### config.mk
export PLATFORM = sky130hd
export DESIGN_NAME = mag_power_ctrl
export DESIGN_NICKNAME = d
export VERILOG_FILES = /design/src/rtl/mag_power_ctrl.sv
export SDC_FILE = /design/constraint.sdc
export NUM_CORES = 1
export LEC_CHECK = 0
export CORE_MARGIN = 2
export CORE_UTILIZATION = 49
export CTS_CLUSTER_DIAMETER = 80
export DETAILED_ROUTE_END_ITERATION = 16
export GPL_ROUTABILITY_DRIVEN = 0
export HOLD_SLACK_MARGIN = 0.06
export PLACE_DENSITY = 0.81
export SYNTH_ARGS = -nofsm -noshare
export SYNTH_HDL_FRONTEND = slang
export SYNTH_SLANG_ARGS = --single-unit
### constraint.sdc
create_clock -name clk -period 1.9 [get_ports clk]
set_clock_uncertainty 0.15 [all_clocks]
set_input_delay 0.38 -clock clk [delete_from_list [all_inputs] [get_ports clk]]
set_output_delay 0.38 -clock clk [all_outputs]
set_load 0.02 [all_outputs]
### src/rtl/mag_power_ctrl.sv
// Magnetron power-level sequencer. Drives the set/reset inputs of the
// downstream magnetron SR latch and keeps an internal copy of its Q.
// Each frame has SLOTS slots of TICKS_PER_SLOT cycles. The magnetron is on
// for the first power_q slots of every frame, for frame_rem frames.
module mag_power_ctrl #(
  parameter int TICKS_PER_SLOT = 100,
  parameter int SLOTS          = 10,
  parameter int FRAME_W        = 8
) (
  input  logic               clk,
  input  logic               rst,
  input  logic               start,
  input  logic               stop,
  input  logic               door_open,
  input  logic [3:0]         power,
  input  logic [FRAME_W-1:0] frames,
  output logic               set_o,
  output logic               reset_o,
  output logic               mag_on,
  output logic               running,
  output logic               done
);

  localparam int TW = (TICKS_PER_SLOT > 2) ? $clog2(TICKS_PER_SLOT) : 1;

  localparam logic [TW-1:0]      TICK_LAST = TW'(TICKS_PER_SLOT - 1);
  localparam logic [3:0]         SLOT_LAST = 4'(SLOTS - 1);
  localparam logic [3:0]         SLOTS_L   = 4'(SLOTS);
  localparam logic [FRAME_W-1:0] FRAME_ONE = FRAME_W'(1);

  localparam logic [0:0] ST_IDLE = 1'b0;
  localparam logic [0:0] ST_RUN  = 1'b1;

  logic [0:0]         state_q, state_d;
  logic [TW-1:0]      tick_q, tick_d;
  logic [3:0]         slot_q, slot_d;
  logic [FRAME_W-1:0] frame_rem_q, frame_rem_d;
  logic [3:0]         power_q, power_d;
  logic               set_q, set_d;
  logic               reset_q, reset_d;
  logic               mag_q, mag_d;
  logic               running_q, running_d;
  logic               done_q, done_d;

  logic [3:0] power_eff;
  logic [3:0] slot_inc;
  logic       tick_wrap;
  logic       slot_wrap;
  logic       abort_req;
  logic       start_ok;

  // Saturate the requested power level and decode the per-cycle events.
  always_comb begin
    power_eff = (power > SLOTS_L) ? SLOTS_L : power;
    slot_inc  = slot_q + 4'd1;
    tick_wrap = (tick_q == TICK_LAST);
    slot_wrap = (slot_q == SLOT_LAST);
    abort_req = stop | door_open;
    start_ok  = start & ~door_open & (power_eff != 4'd0) & (frames != '0);
  end

  // Next-state logic: abort beats completion, which beats slot events.
  always_comb begin
    state_d     = state_q;
    tick_d      = tick_q;
    slot_d      = slot_q;
    frame_rem_d = frame_rem_q;
    power_d     = power_q;
    set_d       = 1'b0;
    reset_d     = 1'b0;
    mag_d       = mag_q;
    running_d   = running_q;
    done_d      = 1'b0;

    case (state_q)
      ST_IDLE: begin
        if (start_ok) begin
          state_d     = ST_RUN;
          power_d     = power_eff;
          frame_rem_d = frames;
          tick_d      = '0;
          slot_d      = '0;
          running_d   = 1'b1;
          set_d       = 1'b1;
          mag_d       = 1'b1;
        end
      end

      ST_RUN: begin
        if (abort_req) begin
          state_d   = ST_IDLE;
          running_d = 1'b0;
          reset_d   = mag_q;
          mag_d     = 1'b0;
        end else if (!tick_wrap) begin
          tick_d = tick_q + TW'(1);
        end else begin
          tick_d = '0;
          if (slot_wrap) begin
            slot_d = '0;
            if (frame_rem_q == FRAME_ONE) begin
              // Natural end of the cook cycle.
              state_d     = ST_IDLE;
              frame_rem_d = '0;
              running_d   = 1'b0;
              done_d      = 1'b1;
              reset_d     = mag_q;
              mag_d       = 1'b0;
            end else begin
              frame_rem_d = frame_rem_q - FRAME_ONE;
              // At full power the latch is still set, so no pulse.
              if (!mag_q) begin
                set_d = 1'b1;
                mag_d = 1'b1;
              end
            end
          end else begin
            slot_d = slot_inc;
            // slot_inc never reaches SLOTS, so full power never turns off here.
            if (slot_inc == power_q) begin
              reset_d = 1'b1;
              mag_d   = 1'b0;
            end
          end
        end
      end

      default: begin
        state_d   = ST_IDLE;
        running_d = 1'b0;
        reset_d   = 1'b1;
        mag_d     = 1'b0;
      end
    endcase
  end

  // State and output registers; reset holds the latch cleared.
  always_ff @(posedge clk) begin
    if (rst) begin
      state_q     <= ST_IDLE;
      tick_q      <= '0;
      slot_q      <= '0;
      frame_rem_q <= '0;
      power_q     <= '0;
      set_q       <= 1'b0;
      reset_q     <= 1'b1;
      mag_q       <= 1'b0;
      running_q   <= 1'b0;
      done_q      <= 1'b0;
    end else begin
      state_q     <= state_d;
      tick_q      <= tick_d;
      slot_q      <= slot_d;
      frame_rem_q <= frame_rem_d;
      power_q     <= power_d;
      set_q       <= set_d;
      reset_q     <= reset_d;
      mag_q       <= mag_d;
      running_q   <= running_d;
      done_q      <= done_d;
    end
  end

  assign set_o   = set_q;
  assign reset_o = reset_q;
  assign mag_on  = mag_q;
  assign running = running_q;
  assign done    = done_q;

endmodule

## Yosys cells after proc, flatten, opt, wreduce, memory -nomap -nowiden

Index checks and enable logic that the tools add are counted.

- Register bits after elaboration: 29
- Output and inout port bits: 5
- Logic and storage cells: 89

- $add $sub $neg: 3
- Magnitude comparators: 1
- Eq/ne operators: 12
- Muxes and demuxes: 46
- Bitwise operators: 8
- Reduce and logical (&&, ||, !) cells: 9

Operators by type and width:

| operator | count |
|---|---|
| $mux 8 | 5 |
| $mux 1 | 26 |
| $mux 7 | 3 |
| $mux 4 | 5 |
| $pmux 8 s2 | 1 |
| $pmux 7 s2 | 1 |
| $ne 3x1->1 const B | 3 |
| $eq 8x1->1 const B | 1 |
| $pmux 1 s2 | 4 |
| $pmux 4 s2 | 1 |
| $reduce_and 4->1 | 2 |
| $reduce_bool 8->1 | 1 |
| $sub 8x1->8 const B | 1 |
| $add 7x1->7 const B | 1 |
| $eq 7x7->1 const B | 1 |
| $reduce_and 3->1 | 2 |
| $reduce_or 5->1 | 1 |
| $add 4x1->4 const B | 1 |
| $eq 4x4->1 | 1 |
| $eq 4x4->1 const B | 1 |
| $gt 4x4->1 const B | 1 |
| $ne 2x1->1 const B | 2 |
| $ne 2x2->1 const B | 2 |
| $ne 4x1->1 const B | 1 |
| 5 further kinds | 11 |

## Depth between registers and ports, before layout

Gate-level depths: netlist of run 1.

- Depth in word-level cells: 7
- Gate-level depth with buffers: 8
- Depth with buffers taken out: 7

## Worst setup path before layout of run 1

Ideal clock, no wire load.

- Path kind: register to register
- Start: register tick_q[0]
- End: register frame_rem_q[6]
- Library setup time: 0.070 ns
- Arrival: 1.784 ns
- Data required time: 1.680 ns
- Setup slack: -0.105 ns
- Cell stages (with the launch flop): 9
- Path buffers: 2
- Cells stage by stage: dfxtp_1 -> ha_1 -> nor4b_1 -> and3_1 -> buf_2 -> a32oi_1 -> buf_2 -> o21ai_0 -> a21oi_1

- Word-level cells in the longest chain between the ends: 3

Ends and longest elaborated chain:

| item | RTL line | text |
|---|---|---|
| from (decl) | 35 | `logic [TW-1:0] tick_q, tick_d;` |
| from (signal assigned) | 152 | `tick_q <= tick_d;` |
| $eq 7x7->1 | 56 | `tick_wrap = (tick_q == TICK_LAST);` |
| $ne 2x1->1 (no source line) | -- |  |
| $reduce_and 4->1 (no source line) | -- |  |
| to (signal assigned) | 154 | `frame_rem_q <= frame_rem_d;` |
| to (decl) | 37 | `logic [FRAME_W-1:0] frame_rem_q, frame_rem_d;` |

No other way between the ends.
A chain may end at the register's enable or synchronous reset.

## Worst setup path after layout of run 1

- Start: register slot_q[0]
- End: register mag_q (netlist: mag_on)

- Word-level cells in the longest chain between the ends: 5
- Elaborated cells between the ends (all ways): 9

Ends and longest elaborated chain:

| item | RTL line | text |
|---|---|---|
| from (decl) | 36 | `logic [3:0] slot_q, slot_d;` |
| from (signal assigned) | 153 | `slot_q <= slot_d;` |
| parallel branches: the longest is 5 deep, another holds $add 4x1->4 | -- |  |
| to (signal assigned) | 158 | `mag_q <= mag_d;` |
| to (decl) | 41 | `logic mag_q, mag_d;` |

Several ways; the timed one is not identified. The select of a mux whose other input is x is not followed.

==> run_results.csv, run 1 <==
group,metric,value,unit
outcome,status,"finished, final reports clean",
global_route,use_met1,34.0,%
critical_path,cp.required,2.02,ns
global_route,busiest_layer,"met2",
global_route,grt_max_degree,16,
power_and_ir_drop,irDropWorstVdd,558,uV
flow_run,drv_cap,0,
worst_hold_path,hp-class,"input pin to flop",
yosys,synth-seq-cells,29,
yosys,synth_area_leader_cell,"dfxtp_1",
global_route,use_met3,5.88,%
layout,seqCellArea,588,sq um
detailed_routing,drc,0,
yosys,synth_cell_types,45,
power_and_ir_drop,total_leakage_power,0.983,nW
layout,syn2layout_area_growth,53.4,%
layout,num_antenna_cells,0,
global_route,gr-total-overflow,0,
global_route,grt_pass1_vias,1599,
sta,fmax,530,MHz
critical_path,cp_max_fo,3,
sta,finalSetupTns,0,ns
die,die_x,61.6,um
yosys,syn_nets,220,
detailed_routing,post_drt_wl_per_cell,15.2,um
layout,nFillCells,206,
place,numPortBuffers,21,
yosys,ys_async_sr_fraction,0,%
place,dpl.cell_count,299,
yosys,ys_warn_count,0,
detailed_routing,drtPass1Iterations,6,
yosys,synthCells,198,
sta,slew_headroom,77.9,%
die,rows,20,
sta,slew_viol_final,0,
critical_path,start_kind,"flop",
die,dieHeight,61.6,um
global_route,grt_usage,25.2,%
clocking,root_buffer,"clkbuf_4",
place,placed_area,2220,sq um
critical_path,crit_type,"flop to flop",
yosys,yosys.area.top_type_share,35.7,%
global_route,grtUsageMet2,40.0,%
sta,setup_viol,0,
yosys,yosysMostFrequentCell,"dfxtp_1",
clocking,clock_latency,0.34,ns
sta,period_needed,1.89,ns
sta,hold_viol_final,0,
detailed_routing,drt_iter0_drc,116,
die,dieArea,3800,sq um
critical_path,cp-end-kind,"flop",
power_and_ir_drop,pwr_density_cell,570,nW/um^2
layout,nets,286,
yosys,synthFlopType,"dfxtp_1",
sta,grt_setup_unrepaired,"true",
yosys,synth-edff-count,0,
die,core,3100,sq um
detailed_routing,num_vias,1827,
global_route,grt_first_pass_wirelength,7100,um
die,start_util,52.4,%
layout,stdcell_area,2490,sq um
sta,fin_hold_ws,0.304,ns
yosys,synth_commonest_cells,"dfxtp_1, a21oi_1, nand2_1",
yosys,netlist_area,1630,sq um
clocking,cts_hold_buf,0,
detailed_routing,wirelength,4690,um
yosys,syn_avg_cell_area,8.21,sq um
yosys,synth_area_leaders,"dfxtp_1, a21oi_1, ha_1",
power_and_ir_drop,power.total,1.42,mW
global_route,antenna_found_initial,0,
layout,multiInputGateArea,1170,sq um
yosys,ys_seq_area_share,35.7,%
sta,finalCritPeriodShare,99.4,%
critical_path,crit_arrival,2.01,ns
layout,final_cells,309,
clocking,cts_tree,"built",
clocking,path_clk_slew,0.11,ns
detailed_routing,antenna_left,0,
place,dp_hpwl,3130,um
clocking,clock-sinks,29,
clocking,htreeDepth,2,
die,io_pins,22,
detailed_routing,vias_per_cell,5.91,
layout,drive_above_1_share,35.5,%
clocking,cts_buffers,5,
clocking,clockBufferDepth,2,
sta,worst_slew_pin_slew,0.331,ns
[cell type report]
class                   count  share of cell area (%)
flip-flops and latches     29                    23.6
clock inverters             1                   0.201
inverters                   8                    1.20
clock buffers               7                    2.61
multi-input cells         152                    46.7
repair buffers             68                    23.5
well taps                  44                    2.21
[placed cells by master, fill, tap and decap left out, drive strengths merged, types with 3 or more instances in the layout]
cell type	netlist	final
or3	5	5
nor3	10	10
a211oi	5	5
nand3	6	6
a31oi	3	3
dlygate4sd2	0	5
nor4	5	5
buf	5	47
ha	5	5
o21ai	12	12
clkdlybuf4s50	0	5
xor2	3	3
xnor2	6	6
o31ai	4	4
nor2	11	11
dlymetal6s2s	0	8
a21oi	24	24
dfxtp	29	29
or4	6	6
inv	8	8
clkbuf	4	7
nand2	16	16
clkdlybuf4s15	0	3
a221oi	3	3
[critical path, cell delays in order (launching register included)]
cell	delay (ns)
dfxtp_2	0.37
buf_4	0.13
nand3_1	0.13
xnor2_1	0.16
nor3_1	0.20
buf_4	0.14
mux2_2	0.33
a211oi_2	0.21
[where the power goes]
part | total [mW] | leakage, nW | internal (mW) | switching, mW
Sequential | 0.655 | 0.239 | 0.632 | 0.0223
Combinational | 0.334 | 0.703 | 0.160 | 0.174
Clock | 0.434 | 0.0413 | 0.214 | 0.219
Total | 1.42 | 0.983 | 1.01 | 0.415
[sequential cells by signal, summed over array words and instances (netlist names), 4 cells and up]
register     flops
tick_q           7
power_q          4
slot_q           4
frame_rem_q      8
[metal layers]
layer / vias to the layer above / part of all wire (%)
met3: 17 / 5.3
met4: 0 / 2.3
li1: 881 / -
met2: 67 / 48
met5: - / 0
met1: 862 / 45
[stage by stage]
step                      utilization [%]  setup WS, ns
after detailed placement             71.5        -0.491
after global placement               71.5        -0.452
final                                80.4        0.0121
after CTS                            74.9      -0.00271
after floorplan                         -        0.0200
after global routing                 80.4        -0.102
[cell families after synthesis]
group	share of synthesized area [%]
simple gates	27.2
compound gates	23.3
mux	0.692
flops	35.7
xor+xnor	4.85
fa+ha+maj	3.85
buf+inv	4.46
[repair_timing]
action / CTS / global route
resized for setup: 19 / 40
pin swaps: 7 / 23
setup endpoints to repair: 24 / 25
setup buffers: 0 / 1
cloned: 1 / 0
[path summary, 6_finish.rpt]
| kind | start | endpoint | slack (ns) | cells past startpoint |
|---|---|---|---|---|
| setup reg to reg | slot_q[0]$_SDFFE_PP0P_ | mag_on$_SDFFE_PP0P_ | 0.01 | 7 |
| setup / recovery | slot_q[0]$_SDFFE_PP0P_ | mag_on$_SDFFE_PP0P_ | 0.01 | 7 |
| hold / removal | frames[4] | frame_rem_q[4]$_SDFFE_PP0P_ | 0.30 | 3 |
| hold reg to reg | power_q[0]$_SDFFE_PP0P_ | power_q[0]$_SDFFE_PP0P_ | 0.32 | 2 |
Note: power is estimated with default switching activity, not from simulation.
==> run 2, diff against run 1 <==
--- a/config.mk
+++ b/config.mk
@@ -7,7 +7,6 @@
 export LEC_CHECK = 0
 export CORE_MARGIN = 2
 export CORE_UTILIZATION = 49
-export CTS_CLUSTER_DIAMETER = 80
 export DETAILED_ROUTE_END_ITERATION = 16
 export GPL_ROUTABILITY_DRIVEN = 0
 export HOLD_SLACK_MARGIN = 0.06
==> results of run 2 <==
Same layout as run 1: the final DEF is identical, and so are final timing and power.
==> run 3, diff against run 2 <==
--- a/config.mk
+++ b/config.mk
@@ -5,11 +5,13 @@
 export SDC_FILE = /design/constraint.sdc
 export NUM_CORES = 1
 export LEC_CHECK = 0
+export CAP_MARGIN = 40
 export CORE_MARGIN = 2
 export CORE_UTILIZATION = 49
 export DETAILED_ROUTE_END_ITERATION = 16
 export GPL_ROUTABILITY_DRIVEN = 0
 export HOLD_SLACK_MARGIN = 0.06
+export MAX_ROUTING_LAYER = met4
 export PLACE_DENSITY = 0.81
 export SYNTH_ARGS = -nofsm -noshare
 export SYNTH_HDL_FRONTEND = slang
==> run 3 against run 2 <==
  * Register-to-register slack barely moved
  * Die area did not move
  * Critical path type unchanged
  * Via count rose by 2.0%
  * Critical path depth did not move
  * Power fell by 0.15%
  * Combinational power barely moved
  * Core utilization did not move
==> run_results.csv, run 3 (same netlist as run 1, synthesis figures left out) <==
group,metric,value,unit
outcome,status,"finished, final reports clean",
critical_path,r2r_end,"mag_on$_SDFFE_PP0P_",
sta,worst_slew_pin_slew,0.315,ns
critical_path,start_kind,"flop",
layout,num_antenna_cells,0,
worst_hold_path,holdPathEnd,"frame_rem_q[4]$_SDFFE_PP0P_",
die,dieHeight,61.6,um
detailed_routing,wirelength,4720,um
power_and_ir_drop,switching_share,29.1,%
worst_hold_path,worstHoldPathCells,3,
global_route,antenna_found_initial,0,
place,place_ws,-0.491,ns
clocking,path_clk_slew,0.11,ns
critical_path,r2r_setup_slack,0.008,ns
clocking,root_buffer,"clkbuf_4",
die,start_util,52.4,%
place,placed_area,2220,sq um
place,numPortBuffers,21,
sta,period_needed,1.89,ns
place,dp_hpwl,3130,um
detailed_routing,drtPass1Iterations,4,
power_and_ir_drop,clkPwrFrac,30.3,%
critical_path,cp-end-kind,"flop",
power_and_ir_drop,pwr_density_cell,569,nW/um^2
place,dpl.cell_count,299,
global_route,grt_pass1_vias,1597,
die,io_pins,22,
sta,slew_viol_final,0,
sta,fmax,529,MHz
worst_hold_path,worstHoldStart,"frames[4]",
worst_hold_path,hp-class,"input pin to flop",
clocking,clockBufferDepth,2,
clocking,clock-sinks,29,
global_route,grt_max_degree,16,
layout,final_cells,309,
power_and_ir_drop,power.internal,1.01,mW
sta,hold_viol_final,0,
critical_path,cp.required,2.01,ns
clocking,cts_buffers,5,
critical_path,rr_startpoint,"slot_q[0]$_SDFFE_PP0P_",
layout,largest-register,"frame_rem_q",
detailed_routing,drt_iter0_drc,115,
detailed_routing,num_vias,1863,
die,die_x,61.6,um
clocking,clock_latency,0.33,ns
clocking,cts_tree,"built",
critical_path,cp_max_fo,3,
die,dieArea,3800,sq um
power_and_ir_drop,switching_power,413,uW
layout,syn2layout_area_growth,53.4,%
global_route,grt_usage,26.0,%
sta,slew_headroom,78.9,%
layout,final_common_cell,"buf_4",
power_and_ir_drop,total_leakage_power,0.983,nW
flow_run,drv_cap,0,
detailed_routing,drc,0,
global_route,gr-total-overflow,0,
sta,setup_viol,0,
layout,drive_above_1_share,35.5,%
global_route,grt_first_pass_wirelength,7100,um
power_and_ir_drop,irDropWorstVdd,560,uV
layout,reg_top3,"frame_rem_q: 8 flops, tick_q: 7 flops",
layout,nFillCells,206,
layout,fin_util,80.4,%
sta,finalSetupTns,0,ns
sta,setup_ws,0.00786,ns
critical_path,crit_type,"flop to flop",
layout,mostFrequentLayoutCells,"buf_4, dfxtp_1, a21oi_1",
die,core,3100,sq um
layout,stdcell_area,2490,sq um
sta,finalCritPeriodShare,99.6,%
detailed_routing,antenna_left,0,
sta,grt_setup_unrepaired,"true",
layout,largest_reg_flops,8,
critical_path,crit_arrival,2.00,ns
detailed_routing,post_drt_wl_per_cell,15.3,um
power_and_ir_drop,pwr-share-comb,23.5,%
critical_path,reg2reg_depth,7,
detailed_routing,vias_per_cell,6.03,
power_and_ir_drop,seqPwrFrac,46.1,%
layout,nets,286,
clocking,cts_hold_buf,0,
die,rows,20,
clocking,htreeDepth,2,
## run 3: cell counts in the layout (fill, tap and decap cells not counted)
Identical to the previous run, type by type.
## run 3: layout make-up
type	instances	area [sq um]	area share, %
Clock buffer	7	65.1	2.61
Clock inverter	1	5.00	0.201
Inverter	8	30.0	1.20
Multi-Input combinational cell	152	1170	46.7
Sequential cell	29	588	23.6
Tap cell	44	55.1	2.21
Timing Repair Buffer	68	586	23.5
## run 3: per-layer routing
layer  up-vias  GRT usage [%]  wire length (um)
met2        76           40.0              2280
met5         -              -                 0
met4         0           7.90               101
li1        881              -                 -
met1       889           34.0              2080
met3        17           5.88               257
## run 3: per-stage QoR
step | hold WS, ns | power, mW
floorplan | 0.294 | 0.819
global placement | 0.304 | 0.955
detailed placement | 0.313 | 0.962
CTS | 0.326 | 1.39
global route | 0.296 | 1.49
finish | 0.308 | 1.42
## run 3: worst max-delay path, stage by stage, from the launching register on
cell	delay, ns
dfxtp_2	0.38
buf_4	0.13
nand3_1	0.13
xnor2_1	0.17
nor3_1	0.20
buf_4	0.14
mux2_2	0.33
a211oi_2	0.21
## run 3: worst max-delay path by stage
stage	from	end	slack, ns	cells after the start
2_1_floorplan	tick_q[0]$_SDFFE_PP0P_	frame_rem_q[6]$_SDFFE_PP0P_	0.02	8
3_3_place_gp	frames[6]	tick_q[0]$_SDFFE_PP0P_	-0.45	8
3_5_place_dp	power[3]	slot_q[2]$_SDFFE_PP0P_	-0.49	7
4_1_cts	tick_q[1]$_SDFFE_PP0P_	slot_q[2]$_SDFFE_PP0P_	-0.003	6
5_1_grt	slot_q[0]$_SDFFE_PP0P_	mag_on$_SDFFE_PP0P_	-0.10	8
6_report	slot_q[0]$_SDFFE_PP0P_	mag_on$_SDFFE_PP0P_	0.008	7
## run 3: timing repair
item / 4_1_cts / 5_1_grt
pin swaps: 7 / 23
endpoints found under the setup margin: 24 / 25
resized for setup: 19 / 40
cloned: 1 / 0
setup buffers: 0 / 1
## run 3: power groups by stage
stage / combinational (mW) / sequential (mW) / clock [mW]
after CTS: 0.305 / 0.652 / 0.432
after global placement: 0.290 / 0.665 / 0
final: 0.334 / 0.655 / 0.431
after detailed placement: 0.296 / 0.666 / 0
after global routing: 0.359 / 0.658 / 0.468
after floorplan: 0.147 / 0.671 / 0
